$ cat config.mk
export PLATFORM = sky130hd
export DESIGN_NAME = alu_pipe_hs
export DESIGN_NICKNAME = d
export VERILOG_FILES = /design/src/rtl/alu_pipe_hs.sv
export SDC_FILE = /design/constraint.sdc
export NUM_CORES = 1
export LEC_CHECK = 0
export ABC_AREA = 1
export CORE_ASPECT_RATIO = 0.75
export CORE_UTILIZATION = 35
export CTS_BUF_LIST = sky130_fd_sc_hd__clkbuf_4
export DETAILED_ROUTE_END_ITERATION = 8
export SETUP_SLACK_MARGIN = 0.15
export SLEW_MARGIN = 20
export SYNTH_ARGS = -nofsm -noshare
export SYNTH_HDL_FRONTEND = slang
export SYNTH_SLANG_ARGS = --single-unit
$ cat constraint.sdc
create_clock -name clk -period 2.5 [get_ports clk]
set_input_delay 0.5 -clock clk [delete_from_list [all_inputs] [get_ports clk]]
set_output_delay 0.5 -clock clk [all_outputs]
set_load 0.01 [all_outputs]
$ cat src/rtl/alu_pipe_hs.sv
// alu_pipe_hs: three-stage pipelined ALU with valid/ready handshake.
//
//   S1  registers a / b / opcode on an accepted transfer
//   S2  executes the operation, registers result/c/v and updates the
//       internal carry flag cf used by ADC/SBC
//   S3  registers result, c, v and derives z/n from the S2 result
//
// A stall (out_valid && !out_ready) freezes every stage and cf together,
// so the pipe never loses or duplicates an operation. ADC/SBC read cf
// while it already holds the carry of the immediately preceding op, so
// carry chains run back-to-back without bubbles.
//
// Build option: define ALU_SAT_EN to make opcode 15 a signed saturating
// add. Without it, opcode 15 is reserved and yields r=0, c=0, v=0 and
// clears cf.

module alu_pipe_hs #(
    parameter int WIDTH = 8,
    parameter int SHW   = $clog2(WIDTH)
) (
    input  logic             clk,
    input  logic             rst,
    input  logic             in_valid,
    output logic             in_ready,
    input  logic [WIDTH-1:0] a,
    input  logic [WIDTH-1:0] b,
    input  logic [3:0]       opcode,
    output logic             out_valid,
    input  logic             out_ready,
    output logic [WIDTH-1:0] result,
    output logic             z,
    output logic             n,
    output logic             c,
    output logic             v
);

    typedef enum logic [3:0] {
        OP_ADD   = 4'd0,
        OP_SUB   = 4'd1,
        OP_AND   = 4'd2,
        OP_OR    = 4'd3,
        OP_XOR   = 4'd4,
        OP_NOTA  = 4'd5,
        OP_NOTB  = 4'd6,
        OP_ADC   = 4'd7,
        OP_SBC   = 4'd8,
        OP_SHL   = 4'd9,
        OP_SHR   = 4'd10,
        OP_SAR   = 4'd11,
        OP_INC   = 4'd12,
        OP_DEC   = 4'd13,
        OP_PASSB = 4'd14,
        OP_SAT   = 4'd15
    } opcode_e;

    localparam logic [WIDTH-1:0] MAX_POS = {1'b0, {(WIDTH-1){1'b1}}};
    localparam logic [WIDTH-1:0] MIN_NEG = {1'b1, {(WIDTH-1){1'b0}}};
    localparam logic [WIDTH:0]   ONE_W   = {{WIDTH{1'b0}}, 1'b1};

    // ------------------------------------------------------------------
    // Handshake
    // ------------------------------------------------------------------
    logic stall;

    assign stall    = out_valid && !out_ready;
    assign in_ready = !stall;

    // ------------------------------------------------------------------
    // Pipeline state
    // ------------------------------------------------------------------
    logic             s1_valid;
    logic [WIDTH-1:0] s1_a;
    logic [WIDTH-1:0] s1_b;
    opcode_e          s1_op;

    logic             s2_valid;
    logic [WIDTH-1:0] s2_result;
    logic             s2_c;
    logic             s2_v;

    logic             cf;

    // ------------------------------------------------------------------
    // S2 execute datapath (all arithmetic WIDTH+1 bits wide)
    // ------------------------------------------------------------------
    logic [SHW-1:0]     sh;
    logic [WIDTH:0]     add_w;
    logic [WIDTH:0]     sub_w;
    logic [WIDTH:0]     adc_w;
    logic [WIDTH:0]     sbc_w;
    logic [WIDTH:0]     inc_w;
    logic [WIDTH:0]     dec_w;
    logic [WIDTH:0]     shl_w;
    logic [WIDTH:0]     shr_w;
    logic signed [WIDTH:0] sar_w;
    logic               a_msb;
    logic               b_msb;
    logic               add_ovf;
    logic               sub_ovf;
    logic               adc_ovf;
    logic               sbc_ovf;

    // Upper bits of b are deliberately ignored as a shift amount.
    assign sh    = s1_b[SHW-1:0];
    assign a_msb = s1_a[WIDTH-1];
    assign b_msb = s1_b[WIDTH-1];

    assign add_w = {1'b0, s1_a} + {1'b0, s1_b};
    assign sub_w = {1'b0, s1_a} - {1'b0, s1_b};
    assign adc_w = add_w + {{WIDTH{1'b0}}, cf};
    assign sbc_w = sub_w - {{WIDTH{1'b0}}, cf};
    assign inc_w = {1'b0, s1_a} + ONE_W;
    assign dec_w = {1'b0, s1_a} - ONE_W;

    // Shifts keep one guard bit so the last bit shifted out lands in a
    // fixed position: bit WIDTH for left shifts, bit 0 for right shifts.
    // With a zero amount the guard bit is 0, which gives c=0 for free.
    assign shl_w = {1'b0, s1_a} << sh;
    assign shr_w = {s1_a, 1'b0} >> sh;
    assign sar_w = $signed({s1_a, 1'b0}) >>> sh;

    // Addition overflows when both operands share a sign the result lacks;
    // subtraction when the operands differ in sign and the result does
    // not follow a. The carry/borrow-in does not change either rule.
    assign add_ovf = (a_msb == b_msb) && (add_w[WIDTH-1] != a_msb);
    assign adc_ovf = (a_msb == b_msb) && (adc_w[WIDTH-1] != a_msb);
    assign sub_ovf = (a_msb != b_msb) && (sub_w[WIDTH-1] != a_msb);
    assign sbc_ovf = (a_msb != b_msb) && (sbc_w[WIDTH-1] != a_msb);

    logic [WIDTH-1:0] ex_r;
    logic             ex_c;
    logic             ex_v;

    // Select result, carry and overflow of the op sitting in S1.
    always_comb begin
        // NOTE: defaults first so every path assigns every output; without
        // them a missing case arm would infer a latch.
        ex_r = '0;
        ex_c = 1'b0;
        ex_v = 1'b0;
        unique case (s1_op)
            OP_ADD: begin
                ex_r = add_w[WIDTH-1:0];
                ex_c = add_w[WIDTH];
                ex_v = add_ovf;
            end
            OP_SUB: begin
                ex_r = sub_w[WIDTH-1:0];
                ex_c = sub_w[WIDTH];
                ex_v = sub_ovf;
            end
            OP_AND:   ex_r = s1_a & s1_b;
            OP_OR:    ex_r = s1_a | s1_b;
            OP_XOR:   ex_r = s1_a ^ s1_b;
            OP_NOTA:  ex_r = ~s1_a;
            OP_NOTB:  ex_r = ~s1_b;
            OP_PASSB: ex_r = s1_b;
            OP_ADC: begin
                ex_r = adc_w[WIDTH-1:0];
                ex_c = adc_w[WIDTH];
                ex_v = adc_ovf;
            end
            OP_SBC: begin
                ex_r = sbc_w[WIDTH-1:0];
                ex_c = sbc_w[WIDTH];
                ex_v = sbc_ovf;
            end
            OP_SHL: begin
                ex_r = shl_w[WIDTH-1:0];
                ex_c = shl_w[WIDTH];
            end
            OP_SHR: begin
                ex_r = shr_w[WIDTH:1];
                ex_c = shr_w[0];
            end
            OP_SAR: begin
                ex_r = sar_w[WIDTH:1];
                ex_c = sar_w[0];
            end
            OP_INC: begin
                ex_r = inc_w[WIDTH-1:0];
                ex_c = inc_w[WIDTH];
                ex_v = (s1_a == MAX_POS);
            end
            OP_DEC: begin
                ex_r = dec_w[WIDTH-1:0];
                ex_c = dec_w[WIDTH];
                ex_v = (s1_a == MIN_NEG);
            end
`ifdef ALU_SAT_EN
            OP_SAT: begin
                ex_r = add_ovf ? (a_msb ? MIN_NEG : MAX_POS) : add_w[WIDTH-1:0];
                ex_c = add_w[WIDTH];
                ex_v = add_ovf;
            end
`else
            OP_SAT: begin
                ex_r = '0;
                ex_c = 1'b0;
                ex_v = 1'b0;
            end
`endif
            default: begin
                ex_r = '0;
                ex_c = 1'b0;
                ex_v = 1'b0;
            end
        endcase
    end

    // S1: capture an accepted operation; a missing transfer leaves a bubble.
    always_ff @(posedge clk) begin
        // NOTE: operand registers are reset too, because a reset must leave
        // no trace of discarded in-flight operations anywhere in the pipe.
        if (rst) begin
            // NOTE: non-blocking assignments keep every stage sampling the
            // pre-edge value of its predecessor.
            s1_valid <= 1'b0;
            s1_a     <= '0;
            s1_b     <= '0;
            s1_op    <= OP_ADD;
        end else if (!stall) begin
            s1_valid <= in_valid;
            if (in_valid) begin
                s1_a  <= a;
                s1_b  <= b;
                s1_op <= opcode_e'(opcode);
            end
        end
    end

    // S2: register the executed op and move its carry into cf.
    always_ff @(posedge clk) begin
        if (rst) begin
            s2_valid  <= 1'b0;
            s2_result <= '0;
            s2_c      <= 1'b0;
            s2_v      <= 1'b0;
            cf        <= 1'b0;
        end else if (!stall) begin
            s2_valid <= s1_valid;
            if (s1_valid) begin
                s2_result <= ex_r;
                s2_c      <= ex_c;
                s2_v      <= ex_v;
                cf        <= ex_c;
            end
        end
    end

    // S3: present result and flags; they hold while no new result arrives.
    always_ff @(posedge clk) begin
        if (rst) begin
            out_valid <= 1'b0;
            result    <= '0;
            z         <= 1'b0;
            n         <= 1'b0;
            c         <= 1'b0;
            v         <= 1'b0;
        end else if (!stall) begin
            out_valid <= s2_valid;
            if (s2_valid) begin
                result <= s2_result;
                z      <= (s2_result == '0);
                n      <= s2_result[WIDTH-1];
                c      <= s2_c;
                v      <= s2_v;
            end
        end
    end

endmodule
==> metrics list <==
- 38 I/O pins were placed.
- Crit path launch type: flip-flop
- The internal portion of the total power is 1370 uW.
- The longest clock path from root to sink contains 2 buffers.
- Antenna Nets Post-Route: 0
- In the routed design, unresolved DRC markers number 0.
- Initial cell density of the core: 36.1%
* Clock-pin transition on the worst setup and hold timing paths: 160 ps
- Setup violations remaining at the end of the flow were counted as 5.
- The synthesized design contains 0 enable-type register cells.
* Worst setup slack before clock tree synthesis: -72.8 ps
- Sequential Power Share: 32.5%
- The tree is rooted in a sky130_fd_sc_hd__clkbuf_4.
* Required time reported for the critical path endpoint: 2830 ps
- Max-capacitance violation count: 0
- RSZ-0062 raised after global routing: yes
- Run status: complete, but fails checks
- Synthesis handed over a netlist of 738 instances.
- Post-synthesis cell area: 0.00444 mm2
- Instance count along the most critical hold path: 2
- By area the synthesized netlist is led by sky130_fd_sc_hd__dfxtp_1 20%, sky130_fd_sc_hd__nand2_1 16%, sky130_fd_sc_hd__ha_1 9.0%.
- Final hold violations: 0
- Of all flip-flops after synthesis, the portion carrying an async set or reset was 0%.
- The share of total power dissipated in combinational logic is 46.6%.
* Detailed-router iteration count before antenna repair: 5
- Commonest cells after routing, fill and taps aside: 189 x sky130_fd_sc_hd__nand2_1, 71 x sky130_fd_sc_hd__nor2_1, 68 x sky130_fd_sc_hd__inv_1
- Layout cell share with drive strength beyond 1: 17.6%
- For this block, the initial DRC count from the detailed router was 629.
* RD Place Congestion: 0.990
- The analysis attributes to net switching a power of 1030 uW.
- Summed over all layers, the global routing overflow is 0.
- On the critical path, the stage with the largest delay is an instance of sky130_fd_sc_hd__fa_1.
- VDD sags by at most 0.206 mV.
- Worst Skew: 16.8 ps
- The floorplan step defined a core boundary enclosing 0.0123 mm2.
- Net count of the finished layout: 880
- The worst pin sits at a relative slew slack of 52.7%.
- In this run the worst hold path is classified as flip-flop to flip-flop.
* Top fanout value on the critical path: 3
- The H-tree was split into 2 levels.
- After detailed routing, the average wire length per cell comes to 18.5 um.
* Average vias per placed instance: 5.54
- Number of distinct library cell variants in the gate-level netlist after synthesis: 49
- Count of cells along the worst register-to-register path: 18
- Summed over all cells, the static leakage comes to 0.00246 uW.
- Final Util: 45.9%
- Filler cells: 1310
- Count of placed standard cells including taps: 968
- Maximum number of pins on one net before global-route repair: 33
- TritonCTS buffer count: 5
- The critical path in this run is classified as flip-flop to flip-flop.
- Sum of internal, switching and leakage power: 2400 uW
- Fin crit period: 2600 ps
* Post-route fraction of the period consumed by the critical path: 104%
- Port-buffer cells: 37
* Arrival time at the worst endpoint: 2930 ps
- The floorplan step defined a die boundary enclosing 0.0131 mm2.
- Clock group share of total power: 21.0%
- Synthesized flop and latch total: 44
- The tree built by TritonCTS fans out to 44 sinks.
- Die Wd: 132 um
- Setup_tns: -347 ps
* Ys flop type: sky130_fd_sc_hd__dfxtp_1
- Net switching is 42.9% of the power.
- From synthesis to final layout, the design area changed by 27.2%.
* Initial antenna violation count: 1
- The final reports fail on setup timing.
* Via count of the first global-routing pass: 5189
* Number of nets produced by synthesis: 796
- Clk_lat worst skew: 400 ps
* Transition time of the tightest slew-check pin: 708 ps
- Across all setup checks in the final design, the least slack found is -96.0 ps.
* Cts-stage hold buffer count: 0
- The first global-routing pass estimated 28400 um of wire.
- Cells traversed along the worst timing path: buf_6 > ha_4 > inv_4 > fa_1 > inv_2 > ha_4 > inv_4 > nor2_4 > nand3_2 > or2_4 > nor2_4 > nand2_2 > nor2_2 > xor2_1 > nand2_1 > nand3_1 > nand2_1 > a21oi_2
- After floorplanning, the core was divided into 35 placement rows.
- CP Depth: 18
- sky130_fd_sc_hd__dfxtp_1 takes more of the synthesized area than any other cell.
* Maximum clock frequency: 385 MHz
- Sequential element share of the synthesized area: 19.8%
- Power spread over the standard cell area amounts to 424 mW/mm2.
- Mean Syn Cell Area: 6.02 um2
- Die height: 99.6 um
* Global-route usage over all layers: 28.3%
- Final instance count without filler cells: 990
- In this design, the largest share of critical-path delay is due to simple AND/OR/NAND/NOR gates.
- The top cell type by area accounts for 19.8% of the synthesized area.
- Counting both buffers and inverters, the worst setup path holds a total of 4.
* Capturing element type of the critical path: flip-flop
- Leaving out fill and tap cells, the most frequent cell in the layout is sky130_fd_sc_hd__nand2_1.
- CTS tree: built
- Number of synthesis warnings: 0
- Detailed routing inserted a total of 5489 vias.
- Detailed placer's ending HPWL: 14400 um
- Summed over all layers, the routed wires come to 18300 um.
- The max-slew violation count came to 0.
- The largest single stage delay on the critical path is 480 ps.
[synthesized netlist by cell type, types with 2 or more instances]
master,n
sky130_fd_sc_hd__a211oi_1,23
sky130_fd_sc_hd__a21oi_1,59
sky130_fd_sc_hd__a221oi_1,3
sky130_fd_sc_hd__a31oi_1,4
sky130_fd_sc_hd__and2_1,3
sky130_fd_sc_hd__buf_2,8
sky130_fd_sc_hd__buf_4,2
sky130_fd_sc_hd__clkbuf_1,17
sky130_fd_sc_hd__clkinv_1,3
sky130_fd_sc_hd__dfxtp_1,44
sky130_fd_sc_hd__fa_1,2
sky130_fd_sc_hd__ha_1,32
sky130_fd_sc_hd__inv_1,76
sky130_fd_sc_hd__inv_2,9
sky130_fd_sc_hd__nand2_1,191
sky130_fd_sc_hd__nand2_2,10
sky130_fd_sc_hd__nand3_1,51
sky130_fd_sc_hd__nand3_2,4
sky130_fd_sc_hd__nand4_1,11
sky130_fd_sc_hd__nor2_1,73
sky130_fd_sc_hd__nor2_2,9
sky130_fd_sc_hd__nor3_1,10
sky130_fd_sc_hd__nor4_1,7
sky130_fd_sc_hd__o2111ai_1,3
sky130_fd_sc_hd__o211ai_1,6
sky130_fd_sc_hd__o21ai_0,31
sky130_fd_sc_hd__o21ai_1,5
sky130_fd_sc_hd__o21bai_1,4
sky130_fd_sc_hd__o221ai_1,2
sky130_fd_sc_hd__o22ai_1,14
sky130_fd_sc_hd__or2_2,2
sky130_fd_sc_hd__xor2_1,3
[final timing paths]
check                                  to      start  slack [ps]
worst min-delay path            result[5]  result[5]         470
worst min register to register  result[5]  result[5]         470
worst max register to register         cf    s1_a[0]        -100
worst max-delay path                   cf    s1_a[0]        -100
[final cells by class]
| type | instances | area [um2] | area share [%] |
|---|---|---|---|
| Tap cell | 166 | 208 | 3.68 |
| Timing Repair Buffer | 106 | 912 | 16.1 |
| Clock inverter | 3 | 42.5 | 0.753 |
| Inverter | 88 | 335 | 5.94 |
| Clock buffer | 5 | 37.5 | 0.664 |
| Antenna cell | 1 | 2.50 | 0.0443 |
| Sequential cell | 44 | 895 | 15.8 |
| Multi-Input combinational cell | 577 | 3220 | 56.9 |
[per-stage QoR]
| step | hold WS [ps] | instance area (um2) |
|---|---|---|
| finish | 474 | 5650 |
| global placement | 449 | 5340 |
| global route | 500 | 5650 |
| floorplan | 444 | 4480 |
| detailed placement | 455 | 5340 |
| CTS | 475 | 5570 |
[sequential cells by signal, summed over array words and instances, names as in the netlist]
register   cells
s1_b           8
s2_valid       1
s2_v           1
result         8
cf             1
z              1
s1_a           8
s1_op          4
out_valid      1
s2_result      8
c              1
v              1
s1_valid       1
[worst register-to-register path: stages, from the launching register on]
cell                      delay [ps]
sky130_fd_sc_hd__dfxtp_4         400
sky130_fd_sc_hd__buf_6           100
sky130_fd_sc_hd__ha_4            130
sky130_fd_sc_hd__inv_4            40
sky130_fd_sc_hd__fa_1            480
sky130_fd_sc_hd__inv_2            90
sky130_fd_sc_hd__ha_4            140
sky130_fd_sc_hd__inv_4            40
sky130_fd_sc_hd__nor2_4          100
sky130_fd_sc_hd__nand3_2          70
sky130_fd_sc_hd__or2_4           270
sky130_fd_sc_hd__nor2_4           80
sky130_fd_sc_hd__nand2_2          60
sky130_fd_sc_hd__nor2_2           90
sky130_fd_sc_hd__xor2_1          150
sky130_fd_sc_hd__nand2_1          60
sky130_fd_sc_hd__nand3_1          70
sky130_fd_sc_hd__nand2_1          60
sky130_fd_sc_hd__a21oi_2         110
[power groups by stage]
stage	registers [uW]	clock network [uW]	logic, uW
after detailed placement	793	0	1040
after floorplan	795	0	633
after global routing	784	532	1220
after CTS	777	507	1080
final	778	503	1120
after global placement	790	0	1040
[cell families after synthesis]
| kind of cell | count (synthesis) | synth area share [%] |
|---|---|---|
| compound gates | 163 | 22.1 |
| xor+xnor | 4 | 0.789 |
| fa+ha+maj | 34 | 9.92 |
| buf+inv | 117 | 10.5 |
| flops | 44 | 19.8 |
| simple gates | 376 | 36.9 |
[per-layer routing]
metal / wire [um] / vias up / track usage [%]
li1: - / 2653 / -
met1: 8450 / 2558 / 38.9
met2: 7760 / 238 / 43.6
met3: 1650 / 40 / 6.68
met4: 458 / 0 / 8.94
met5: 0 / - / 0
[what timing repair did]
action,CTS,global route
buffers inserted,9,4
pin swaps,25,17
gates resized for setup,25,10
endpoints found under the hold margin,0,0
endpoints found under the setup margin,7,11
(Power assumes the default switching activity.)
